### config.mk
export PLATFORM = sky130hd
export DESIGN_NAME = dispatch_unit
export DESIGN_NICKNAME = d
export VERILOG_FILES = /design/src/rtl/dispatch_unit_pkg.sv /design/src/rtl/dispatch_fifo.sv /design/src/rtl/dispatch_unit.sv
export SDC_FILE = /design/constraint.sdc
export NUM_CORES = 1
export LEC_CHECK = 0
export CAP_MARGIN = 20
export CORE_MARGIN = 4
export CORE_UTILIZATION = 27
export CTS_CLUSTER_SIZE = 10
export DETAILED_ROUTE_END_ITERATION = 12
export DONT_BUFFER_PORTS = 1
export GPL_TIMING_DRIVEN = 0
export PLACE_DENSITY_LB_ADDON = 0.3
export SLEW_MARGIN = 0
export SYNTH_ARGS = -nofsm -noshare
export SYNTH_HDL_FRONTEND = slang
export SYNTH_HIERARCHICAL = 1
export SYNTH_SLANG_ARGS = --single-unit
### constraint.sdc
create_clock -name clk -period 4.14 [get_ports clk]
set_input_delay 0.621 -clock clk [delete_from_list [all_inputs] [get_ports clk]]
set_output_delay 0.621 -clock clk [all_outputs]
set_load 0.02 [all_outputs]
### src/rtl/dispatch_unit_pkg.sv
// Shared types and constants for the dispatch stage: payload field widths,
// functional-unit class indices and the packed buffer entry.
package dispatch_unit_pkg;

  localparam int ROB_ID_W   = 5;
  localparam int PHY_ADDR_W = 6;
  localparam int UOP_W      = 6;
  localparam int XLEN       = 32;

  localparam int FU_ALU    = 0;
  localparam int FU_MDU    = 1;
  localparam int FU_BRANCH = 2;
  localparam int FU_LSU    = 3;
  localparam int FU_CSR    = 4;
  localparam int FU_MISC   = 5;
  localparam int FU_RSVD   = 6;

  typedef struct packed {
    logic [UOP_W-1:0]      uop;
    logic [XLEN-1:0]       immediate;
    logic [XLEN-1:0]       pc;
    logic [ROB_ID_W-1:0]   rob_id;
    logic [PHY_ADDR_W-1:0] rs1_phy;
    logic [PHY_ADDR_W-1:0] rs2_phy;
    logic [PHY_ADDR_W-1:0] rd_phy;
  } dispatch_entry_t;

endpackage

### src/rtl/dispatch_fifo.sv
// Circular dispatch buffer: entry storage, head/tail pointers and occupancy.
// Callers guarantee enq_i only when not full and deq_i only when not empty.
module dispatch_fifo
  import dispatch_unit_pkg::*;
#(
  parameter int DEPTH = 4,
  parameter int NFU   = 7
) (
  input  logic                         clk,
  input  logic                         rst,
  input  logic                         flush_i,
  input  logic                         enq_i,
  input  logic [NFU-1:0]               enq_futype_i,
  input  dispatch_entry_t              enq_entry_i,
  input  logic                         deq_i,
  output logic [$clog2(DEPTH):0]       count_o,
  output logic [NFU-1:0]               head_futype_o,
  output dispatch_entry_t              head_entry_o
);

  localparam int PTR_W = $clog2(DEPTH);
  localparam int CNT_W = PTR_W + 1;

  logic [PTR_W-1:0] head_q, head_d;
  logic [PTR_W-1:0] tail_q, tail_d;
  logic [CNT_W-1:0] count_q, count_d;

  logic [NFU-1:0]   futype_mem_q [DEPTH];
  dispatch_entry_t  entry_mem_q  [DEPTH];

  // Next-state pointers and count; flush wins over any same-cycle transfer.
  always_comb begin
    head_d  = head_q;
    tail_d  = tail_q;
    count_d = count_q;
    if (flush_i) begin
      head_d  = '0;
      tail_d  = '0;
      count_d = '0;
    end else begin
      if (enq_i) begin
        tail_d = tail_q + PTR_W'(1'b1);
      end else begin
        tail_d = tail_q;
      end
      if (deq_i) begin
        head_d = head_q + PTR_W'(1'b1);
      end else begin
        head_d = head_q;
      end
      count_d = count_q + {{PTR_W{1'b0}}, enq_i} - {{PTR_W{1'b0}}, deq_i};
    end
  end

  // Pointer and count registers with synchronous active-low reset.
  always_ff @(posedge clk) begin
    if (!rst) begin
      head_q  <= '0;
      tail_q  <= '0;
      count_q <= '0;
    end else begin
      head_q  <= head_d;
      tail_q  <= tail_d;
      count_q <= count_d;
    end
  end

  // Payload storage is deliberately left unreset.
  always_ff @(posedge clk) begin
    if (enq_i && !flush_i) begin
      futype_mem_q[tail_q] <= enq_futype_i;
      entry_mem_q[tail_q]  <= enq_entry_i;
    end
  end

  assign count_o       = count_q;
  assign head_futype_o = futype_mem_q[head_q];
  assign head_entry_o  = entry_mem_q[head_q];

endmodule

### src/rtl/dispatch_unit.sv
// Dispatch stage: buffers renamed uops in order and offers the head uop to
// the functional-unit class selected by the lowest set bit of its futype.
module dispatch_unit
  import dispatch_unit_pkg::*;
#(
  parameter int DEPTH = 4,
  parameter int NFU   = 7
) (
  input  logic                  clk,
  input  logic                  rst,
  input  logic                  flush,
  input  logic                  in_valid,
  output logic                  dispatch_ready,
  input  logic [NFU-1:0]        in_futype,
  input  logic [UOP_W-1:0]      in_uop,
  input  logic [XLEN-1:0]       in_immediate,
  input  logic [XLEN-1:0]       in_pc,
  input  logic [ROB_ID_W-1:0]   in_rob_id,
  input  logic [PHY_ADDR_W-1:0] in_rs1_phy,
  input  logic [PHY_ADDR_W-1:0] in_rs2_phy,
  input  logic [PHY_ADDR_W-1:0] in_rd_phy,
  output logic [NFU-1:0]        fu_valid,
  input  logic [NFU-1:0]        fu_ready,
  output logic [UOP_W-1:0]      fu_uop,
  output logic [XLEN-1:0]       fu_immediate,
  output logic [XLEN-1:0]       fu_pc,
  output logic [ROB_ID_W-1:0]   fu_rob_id,
  output logic [PHY_ADDR_W-1:0] fu_rs1_phy,
  output logic [PHY_ADDR_W-1:0] fu_rs2_phy,
  output logic [PHY_ADDR_W-1:0] fu_rd_phy
);

  localparam int CNT_W = $clog2(DEPTH) + 1;

  logic [CNT_W-1:0] count_s;
  logic [NFU-1:0]   head_futype_s;
  dispatch_entry_t  head_entry_s;
  dispatch_entry_t  in_entry_s;
  logic [NFU-1:0]   class_sel_s;
  logic             has_entry_s;
  logic             enq_s;
  logic             deq_s;
  logic             found_s;

  assign in_entry_s = '{uop:       in_uop,
                        immediate: in_immediate,
                        pc:        in_pc,
                        rob_id:    in_rob_id,
                        rs1_phy:   in_rs1_phy,
                        rs2_phy:   in_rs2_phy,
                        rd_phy:    in_rd_phy};

  // Lowest-set-bit class select; multi-bit and reserved-class futypes share the rule.
  always_comb begin
    class_sel_s = '0;
    found_s     = 1'b0;
    for (int k = 0; k < NFU; k++) begin
      if (!found_s && head_futype_s[k]) begin
        class_sel_s[k] = 1'b1;
        found_s        = 1'b1;
      end else begin
        class_sel_s[k] = 1'b0;
      end
    end
  end

  // Handshake: a futype of zero carries no work and retires from the head unoffered.
  always_comb begin
    has_entry_s    = (count_s != {CNT_W{1'b0}});
    dispatch_ready = (count_s != CNT_W'(DEPTH));
    enq_s          = in_valid && dispatch_ready && !flush;
    if (has_entry_s && !flush) begin
      fu_valid = class_sel_s;
      deq_s    = ((class_sel_s & fu_ready) != '0) || (head_futype_s == '0);
    end else begin
      fu_valid = '0;
      deq_s    = 1'b0;
    end
  end

  dispatch_fifo #(
    .DEPTH (DEPTH),
    .NFU   (NFU)
  ) u_fifo (
    .clk           (clk),
    .rst           (rst),
    .flush_i       (flush),
    .enq_i         (enq_s),
    .enq_futype_i  (in_futype),
    .enq_entry_i   (in_entry_s),
    .deq_i         (deq_s),
    .count_o       (count_s),
    .head_futype_o (head_futype_s),
    .head_entry_o  (head_entry_s)
  );

  assign fu_uop       = head_entry_s.uop;
  assign fu_immediate = head_entry_s.immediate;
  assign fu_pc        = head_entry_s.pc;
  assign fu_rob_id    = head_entry_s.rob_id;
  assign fu_rs1_phy   = head_entry_s.rs1_phy;
  assign fu_rs2_phy   = head_entry_s.rs2_phy;
  assign fu_rd_phy    = head_entry_s.rd_phy;

endmodule

==> results of run 1 <==
[cells in the final DEF (no fill, tap or decap), drive strengths merged, types with 5 or more instances in the layout]
master and instances:
and2 5, buf 29, clkbuf 55, clkinv 5, dfxtp 9, edfxtp 400
ha 6, inv 10, mux4 100, nor2 10
[layer usage]
metal | vias up | global-route usage | part of all wire
li1 | 2630 | - | -
met1 | 3346 | 0.128 | 0.40
met2 | 178 | 0.171 | 0.49
met3 | 54 | 0.0435 | 0.088
met4 | 0 | 0.0339 | 0.023
met5 | - | 0 | 0
[logic make-up after synthesis]
logic type / after synthesis
AND/OR/NAND/NOR: 34
flip-flops: 409
multiplexers: 101
AO/OA/AOI/OAI: 7
buffers and inverters: 33
XOR/XNOR: 3
adder cells (fa/ha/maj): 7
[synth_stat cells, types with 2 or more instances]
library cell,count,share of area
edfxtp_1,400,0.79
mux4_2,100,0.15
buf_12,10,0.013
buf_2,10,0.0033
inv_1,10,0.0025
nor2_1,10,0.0025
dfxtp_1,9,0.012
ha_1,6,0.0049
and2_1,5,0.0021
a21oi_1,3,0.00099
nor2b_1,3,0.0012
nor3b_1,3,0.0015
nand3b_1,2,0.00099
xnor2_1,2,0.0012
[layout make-up]
cell class                      instances  area (um^2)  share of cell area
Clock inverter                          6         51.3             0.00291
Timing Repair Buffer                    8          205              0.0117
Clock buffer                           54         1240              0.0707
Tap cell                              748          936              0.0531
Buffer                                 22          265              0.0151
Multi-Input combinational cell        152         2680               0.152
Sequential cell                       409        12200               0.692
Inverter                               10         37.5             0.00213
[report_power, final]
group	leakage (nW)	switching (mW)	internal, mW
logic	0.909	0.123	0.0696
clock network	0.636	1.50	2.15
registers	3.69	0.00951	4.60
total	5.23	1.63	6.82
[registers in the layout, indices dropped and copies added (netlist names), named ones only]
name and cells:
u_fifo/head_q 2, u_fifo/entry_mem_q 372, u_fifo/count_o 3, u_fifo/futype_mem_q 28, u_fifo/tail_q 2
[through the flow]
step	hold WS, ns	TNS (ns)
floorplan	0.499	0
global placement	0.516	-886.11
detailed placement	0.534	-0.378
CTS	0.104	0
global route	0.116	0
finish	0.157	0
[worst min-delay path by stage]
stage	to	depth (start not counted)
finish	u_fifo/entry_mem_q[1][27]	0
global route	u_fifo/futype_mem_q[0][6]	0
CTS	u_fifo/entry_mem_q[2][32]	0
detailed placement	u_fifo/head_q[1]	2
global placement	u_fifo/head_q[1]	2
floorplan	flip-flop	2
==> metrics.yaml, run 1 <==
io_buffers: 0
crit_end: "fu_valid[5]"
place_inst: 1350
fin_ws_ns: 0.215
holdCritPathClass: "input pin to flip-flop"
crit_type: "flip-flop to output port"
drv_cap: 0
drc: 0
layout_min_cycle_time_ns: 3.92
synth_top_family_by_area: "multiplexers"
cts.sinks: 409
cts_tree: "done"
skew_ns: 0.0132
clk_pin_slew_ns: 0.06
async_flop_share: 0
pre_cts_slack_ns: -0.290
post-route-period-util: 0.948
postSynthAreaPerCell_um2: 25.5
die_h_um: 245
diodes: 0
core_um2: 55300
clockRootBuffer: "clkbuf_16"
final_core_util: 0.318
cp_slowest_cell: "nor3b_1"
initial_core_util: 0.274
final-setup-viol-count: 0
cp_num_cells: 5
max_freq_ghz: 0.255
relSlewSlack: 0.295
grt_max_degree: 52
status: "finished clean"
hold_viol: 0
final_max_slew_viol_count: 0
synth-xor-area-share: 0.00272
muxShareOfSynthArea: 0.149
p_leak_nw: 5.23
post_cts_hold_buffer_count: 0
dr_total_vias: 6208
rows: 86
netlist_area_um2: 15200
hpwl_um: 19800
numCtsBuffers: 48
synth_edf_count: 400
rsz0062_at_grt: "no"
design_area_um2: 17600
synthCells: 594
ioPinCount: 212
placed_area_um2: 16300
fillers: 5280
cts.repair.resized: 1
synth-adder-area-share: 0.00627
yosys_warnings: 6
dr.pass1.iters: 6
synth-seq-cells: 409
synth_compound_area_frac: 0.00322
post_drt_via_cell_ratio: 4.41
final_nets: 769
routed_wl_um: 32100
cts_buffer_depth: 3
drt_iter0_markers: 347
stdcell_count: 1409
syn_to_final_growth_pct: 16.1
cp-start-kind: "flip-flop"
synth_fp_nets: 712
crit_path_max_fanout: 10
post_cts_buffers: 0
r2r_end: "u_fifo/count_o[2]"
grt_pass1_wl_um: 46600
min_from: "in_pc[4]"
power.density_nw_per_um2: 480
routedWlPerCell_um: 22.8
endpoint_kind: "output port"
grt_pass1_vias: 6781
ir_drop_uv: 278
htreeDepth: 2
die_w_um: 245
worst_slew_pin_slew_ns: 1.04
reg2reg_slack_ns: 0.35
ant_nets: 0
cp.arrival_ns: 3.30
ys_seq_area_frac: 0.804
crit_family: "simple AND/OR/NAND/NOR gates"
ys_types: 35
synthFlopType: "edfxtp_1"
antenna_found_initial: 0
r2r_cells: 11
drive_gt1_frac: 0.290
power_mw: 8.45
synth-simple-area-share: 0.0145
critPathMaxStageDelay_ns: 0.61
crit_chain: "buf_2, mux4_2, nor3_2, or4b_4, nor3b_1"
dieArea_um2: 60000
track_usage: 0.105
grt.overflow.total: 0
clk_latency_ns: 0.56
cp_num_buf_inv: 1
cp.required_ns: 3.52
place.gp.congestion: 0.673
(Power assumes the default switching activity.)
==> inputs of run 2 (changes only) <==
- CTS_CLUSTER_SIZE: 10 -> 40
- HOLD_SLACK_MARGIN: unset -> 0.08
- PLACE_DENSITY: unset -> 0.49
- PLACE_DENSITY_LB_ADDON: 0.3 -> unset
==> run 2 against run 1 <==
Effect of this change: first-iteration DRC count is 6.3% higher; via count is 0.84% lower; largest power group unchanged; non-clock buffer count did not move; cell area rose by 0.25%; largest cell class unchanged; core utilization up 0.079 points; register-to-register slack worse by 0.05 ns.
==> metrics.yaml, run 2 (same netlist as run 1, synthesis figures left out) <==
die_w_um: 245
rsz0062_at_grt: "no"
ant_nets: 0
min_from: "in_immediate[14]"
die_h_um: 245
largest_reg_flops: 372
cts_buffer_depth: 3
holdCritPathClass: "input pin to flip-flop"
syn_to_final_growth_pct: 16.4
grt_pass1_wl_um: 47300
final_cell_mix: "edfxtp_1 (400), mux4_2 (100), clkbuf_16 (45)"
crit_type: "flip-flop to output port"
crit_family: "simple AND/OR/NAND/NOR gates"
crit_path_max_fanout: 10
final_common_cell: "edfxtp_1"
final_nets: 766
routed_wl_um: 32000
cp.arrival_ns: 3.28
layout_min_cycle_time_ns: 3.90
critPathMaxStageDelay_ns: 0.60
holdWs_ns: 0.155
drv_cap: 0
relSlewSlack: 0.312
rows: 86
placed_area_um2: 16300
status: "finished clean"
hpwl_um: 20100
post-route-period-util: 0.943
initial_core_util: 0.274
power_mw: 8.39
final-setup-viol-count: 0
grt.overflow.total: 0
p_leak_nw: 5.26
cp_num_buf_inv: 2
hold_viol: 0
dr.pass1.iters: 4
cp_slowest_cell: "mux4_2"
ir_drop_uv: 280
final_max_slew_viol_count: 0
drive_gt1_frac: 0.299
grt_pass1_vias: 6759
final_core_util: 0.319
design_area_um2: 17700
cp.required_ns: 3.52
post_cts_buffers: 0
dieArea_um2: 60000
track_usage: 0.107
htreeDepth: 2
power.density_nw_per_um2: 475
cts_tree: "done"
endpoint_kind: "output port"
dr_total_vias: 6156
clk_pin_slew_ns: 0.06
core_um2: 55300
grt_max_degree: 48
max_freq_ghz: 0.256
post_drt_via_cell_ratio: 4.31
place.gp.congestion: 0.648
skew_ns: 0.0116
numCtsBuffers: 45
antenna_found_initial: 0
diodes: 0
drt_iter0_markers: 369
clk_latency_ns: 0.56
drc: 0
io_buffers: 0
cts.sinks: 409
worst_slew_pin_slew_ns: 1.02
ioPinCount: 212
cp-start-kind: "flip-flop"
routedWlPerCell_um: 22.4
clockRootBuffer: "clkbuf_16"
top_register: "u_fifo/entry_mem_q"
crit_chain: "buf_6, buf_12, mux4_2, nor3_2, or4b_4, nor4b_4"
fillers: 5256
## run 2: stage by stage
| stage | std cells | TNS [ns] | setup slack, ns |
|---|---|---|---|
| floorplan | 594 | 0 | 0.219 |
| global placement | 1342 | -929.84 | -2.40 |
| detailed placement | 1350 | -0.730 | -0.379 |
| CTS | 1427 | 0 | 0.0417 |
| global route | 1427 | 0 | 0.0145 |
| finish | 1427 | 0 | 0.236 |
## run 2: area by class of cell
type / count / area [um^2] / area share
buffer: 22 / 268 / 0.0152
clock buffer: 51 / 1150 / 0.0651
clock inverter: 27 / 160 / 0.00907
inverter: 10 / 37.5 / 0.00213
multi-input combinational: 152 / 2690 / 0.152
sequential: 409 / 12200 / 0.691
tap: 748 / 936 / 0.0530
timing repair buffer: 8 / 220 / 0.0125
## run 2: per-layer routing
| layer | track usage | up-vias | wire [um] |
|---|---|---|---|
| li1 | - | 2651 | - |
| met1 | 0.125 | 3269 | 12200 |
| met2 | 0.170 | 181 | 15200 |
| met3 | 0.0546 | 55 | 3660 |
| met4 | 0.0359 | 0 | 854 |
| met5 | 0 | - | 0 |
## run 2: final timing paths
kind	end	slack, ns	cells past startpoint
setup / recovery	fu_valid[6]	0.24	6
hold / removal	u_fifo/entry_mem_q[0][69]	0.15	0
setup reg to reg	u_fifo/count_o[2]	0.30	12
hold reg to reg	flip-flop	0.54	2
## run 2: where the power goes
part | leakage [nW] | internal (mW) | switching, mW | total (mW)
Clock | 0.648 | 2.04 | 1.55 | 3.60
Sequential | 3.69 | 4.59 | 0.00929 | 4.60
Combinational | 0.922 | 0.0701 | 0.124 | 0.194
## run 2: timing repair
item                                    4_1_cts  5_1_grt
endpoints found under the setup margin        6        2
hold buffers                                  0        0
gates resized for setup                       3        1
==> inputs of run 3 (changes only) <==
- CORE_UTILIZATION: 27 -> 55
- PLACE_DENSITY: 0.49 -> 0.8
==> run 3 against run 2 <==
Effect of this change: cell area is 4.0% lower; critical endpoint is now fu_valid[5]; wire length is 16% lower; sequential cell count stayed put.
==> metrics.yaml, run 3 (same netlist as run 1, synthesis figures left out) <==
r2r_end: "u_fifo/count_o[2]"
pwr-share-comb: 0.023
antenna_found_initial: 1
relSlewSlack: 0.349
grt_pass1_wl_um: 41800
htreeDepth: 2
hpwl_um: 16700
cp_slowest_cell: "mux4_2"
power.density_nw_per_um2: 482
cts_tree: "done"
cts.sinks: 409
switching_power_mw: 1.54
ant_nets: 0
crit_chain: "buf_6, buf_12, mux4_2, nor3_2, or4b_4, nor3b_1"
routedWlPerCell_um: 26.8
status: "finished clean"
drc: 0
routed_wl_um: 27000
core_um2: 27000
final_common_cell: "edfxtp_1"
rsz0062_at_grt: "no"
switching_share: 0.188
final-setup-viol-count: 0
cp-start-kind: "flip-flop"
reg2reg_slack_ns: 0.27
worstHoldPathCells: 0
final_cell_mix: "edfxtp_1 (400), mux4_2 (100), clkbuf_16 (42)"
post-route-period-util: 0.957
dr_total_vias: 6172
grt_pass1_vias: 6737
p_seq_frac: 0.563
largest_reg_flops: 372
die_w_um: 174
crit_type: "flip-flop to output port"
dieArea_um2: 30300
holdCritPathClass: "input pin to flip-flop"
min_delay_worst_endpoint: "u_fifo/entry_mem_q[1][5]"
post_drt_via_cell_ratio: 6.12
clk_pin_slew_ns: 0.06
rows: 60
place.gp.congestion: 0.714
top_register: "u_fifo/entry_mem_q"
track_usage: 0.179
grt_max_degree: 60
tns_ns: 0
final_max_slew_viol_count: 0
worst_slew_pin_slew_ns: 0.963
intPower_mw: 6.63
skew_ns: 0.0180
cts_buffer_depth: 3
syn_to_final_growth_pct: 11.8
ir_drop_uv: 438
post_cts_hold_buffer_count: 0
cts.repair.resized: 1
cp.required_ns: 3.52
endpoint_kind: "output port"
pwr-share-clk: 0.414
power_mw: 8.17
layout_min_cycle_time_ns: 3.96
hold_viol: 0
dr.pass1.iters: 5
drive_gt1_frac: 0.285
die_h_um: 174
max_freq_ghz: 0.252
min_from: "in_rd_phy[5]"
post_cts_buffers: 0
drt_iter0_markers: 446
numCtsBuffers: 40
drv_cap: 0
clockRootBuffer: "clkbuf_16"
io_buffers: 0
clk_latency_ns: 0.52
critPathMaxStageDelay_ns: 0.60
ioPinCount: 212
initial_core_util: 0.561
cp.arrival_ns: 3.34
final_nets: 757
r2r_cells: 12
crit_path_max_fanout: 10
p_leak_nw: 5.16
grt.overflow.total: 0
-- run 3: stage by stage --
stage,hold WS (ns),util,area (um^2),setup slack [ns],instances
after floorplan,0.499,-,15200,0.219,594
after global placement,0.510,0.577,15600,-1.29,935
after detailed placement,0.543,0.581,15700,-0.141,939
after CTS,0.170,0.627,16900,0.118,1007
after global routing,0.167,0.627,17000,0.0647,1008
final,0.193,0.627,17000,0.177,1008
-- run 3: power by group through the flow --
| stage | sequential, mW | combinational [mW] | clock [mW] |
|---|---|---|---|
| 6_report | 4.60 | 0.186 | 3.38 |
| 5_1_grt | 4.60 | 0.198 | 3.66 |
| 4_1_cts | 4.60 | 0.188 | 3.46 |
| 3_5_place_dp | 4.69 | 0.186 | 0 |
| 3_3_place_gp | 4.69 | 0.178 | 0 |
| 2_1_floorplan | 4.69 | 0.149 | 0 |
-- run 3: layer usage --
| layer | vias to the layer above | global-route usage | wire length, um |
|---|---|---|---|
| met5 | - | 0 | 0 |
| met4 | 0 | 0.0505 | 639 |
| met3 | 42 | 0.0718 | 2760 |
| met2 | 266 | 0.289 | 13500 |
| met1 | 3243 | 0.228 | 10100 |
| li1 | 2621 | - | - |
-- run 3: worst max-delay path by stage --
stage | to | cells past startpoint | startpoint
finish | fu_valid[5] | 6 | flip-flop
global route | fu_valid[5] | 6 | flip-flop
CTS | u_fifo/count_o[2] | 12 | flip-flop
detailed placement | u_fifo/count_o[2] | 12 | flip-flop
global placement | u_fifo/entry_mem_q[0][63] | 5 | u_fifo/count_o[1]
floorplan | u_fifo/entry_mem_q[0][0] | 3 | flush
-- run 3: layout make-up --
class / count / area, um^2
sequential: 409 / 12200
fill: 1716 / 10100
timing repair buffer: 4 / 110
multi-input combinational: 152 / 2680
antenna: 1 / 2.50
inverter: 10 / 37.5
tap: 341 / 427
buffer: 22 / 265
clock buffer: 50 / 1080
clock inverter: 19 / 154
-- run 3: critical path: cells and delay by family (launching register included) --
| kind | cells | cell delay (ns) |
|---|---|---|
| buf+inv | 2 | 0.48 |
| flops | 1 | 0.32 |
| mux | 1 | 0.60 |
| simple gates | 3 | 1.42 |
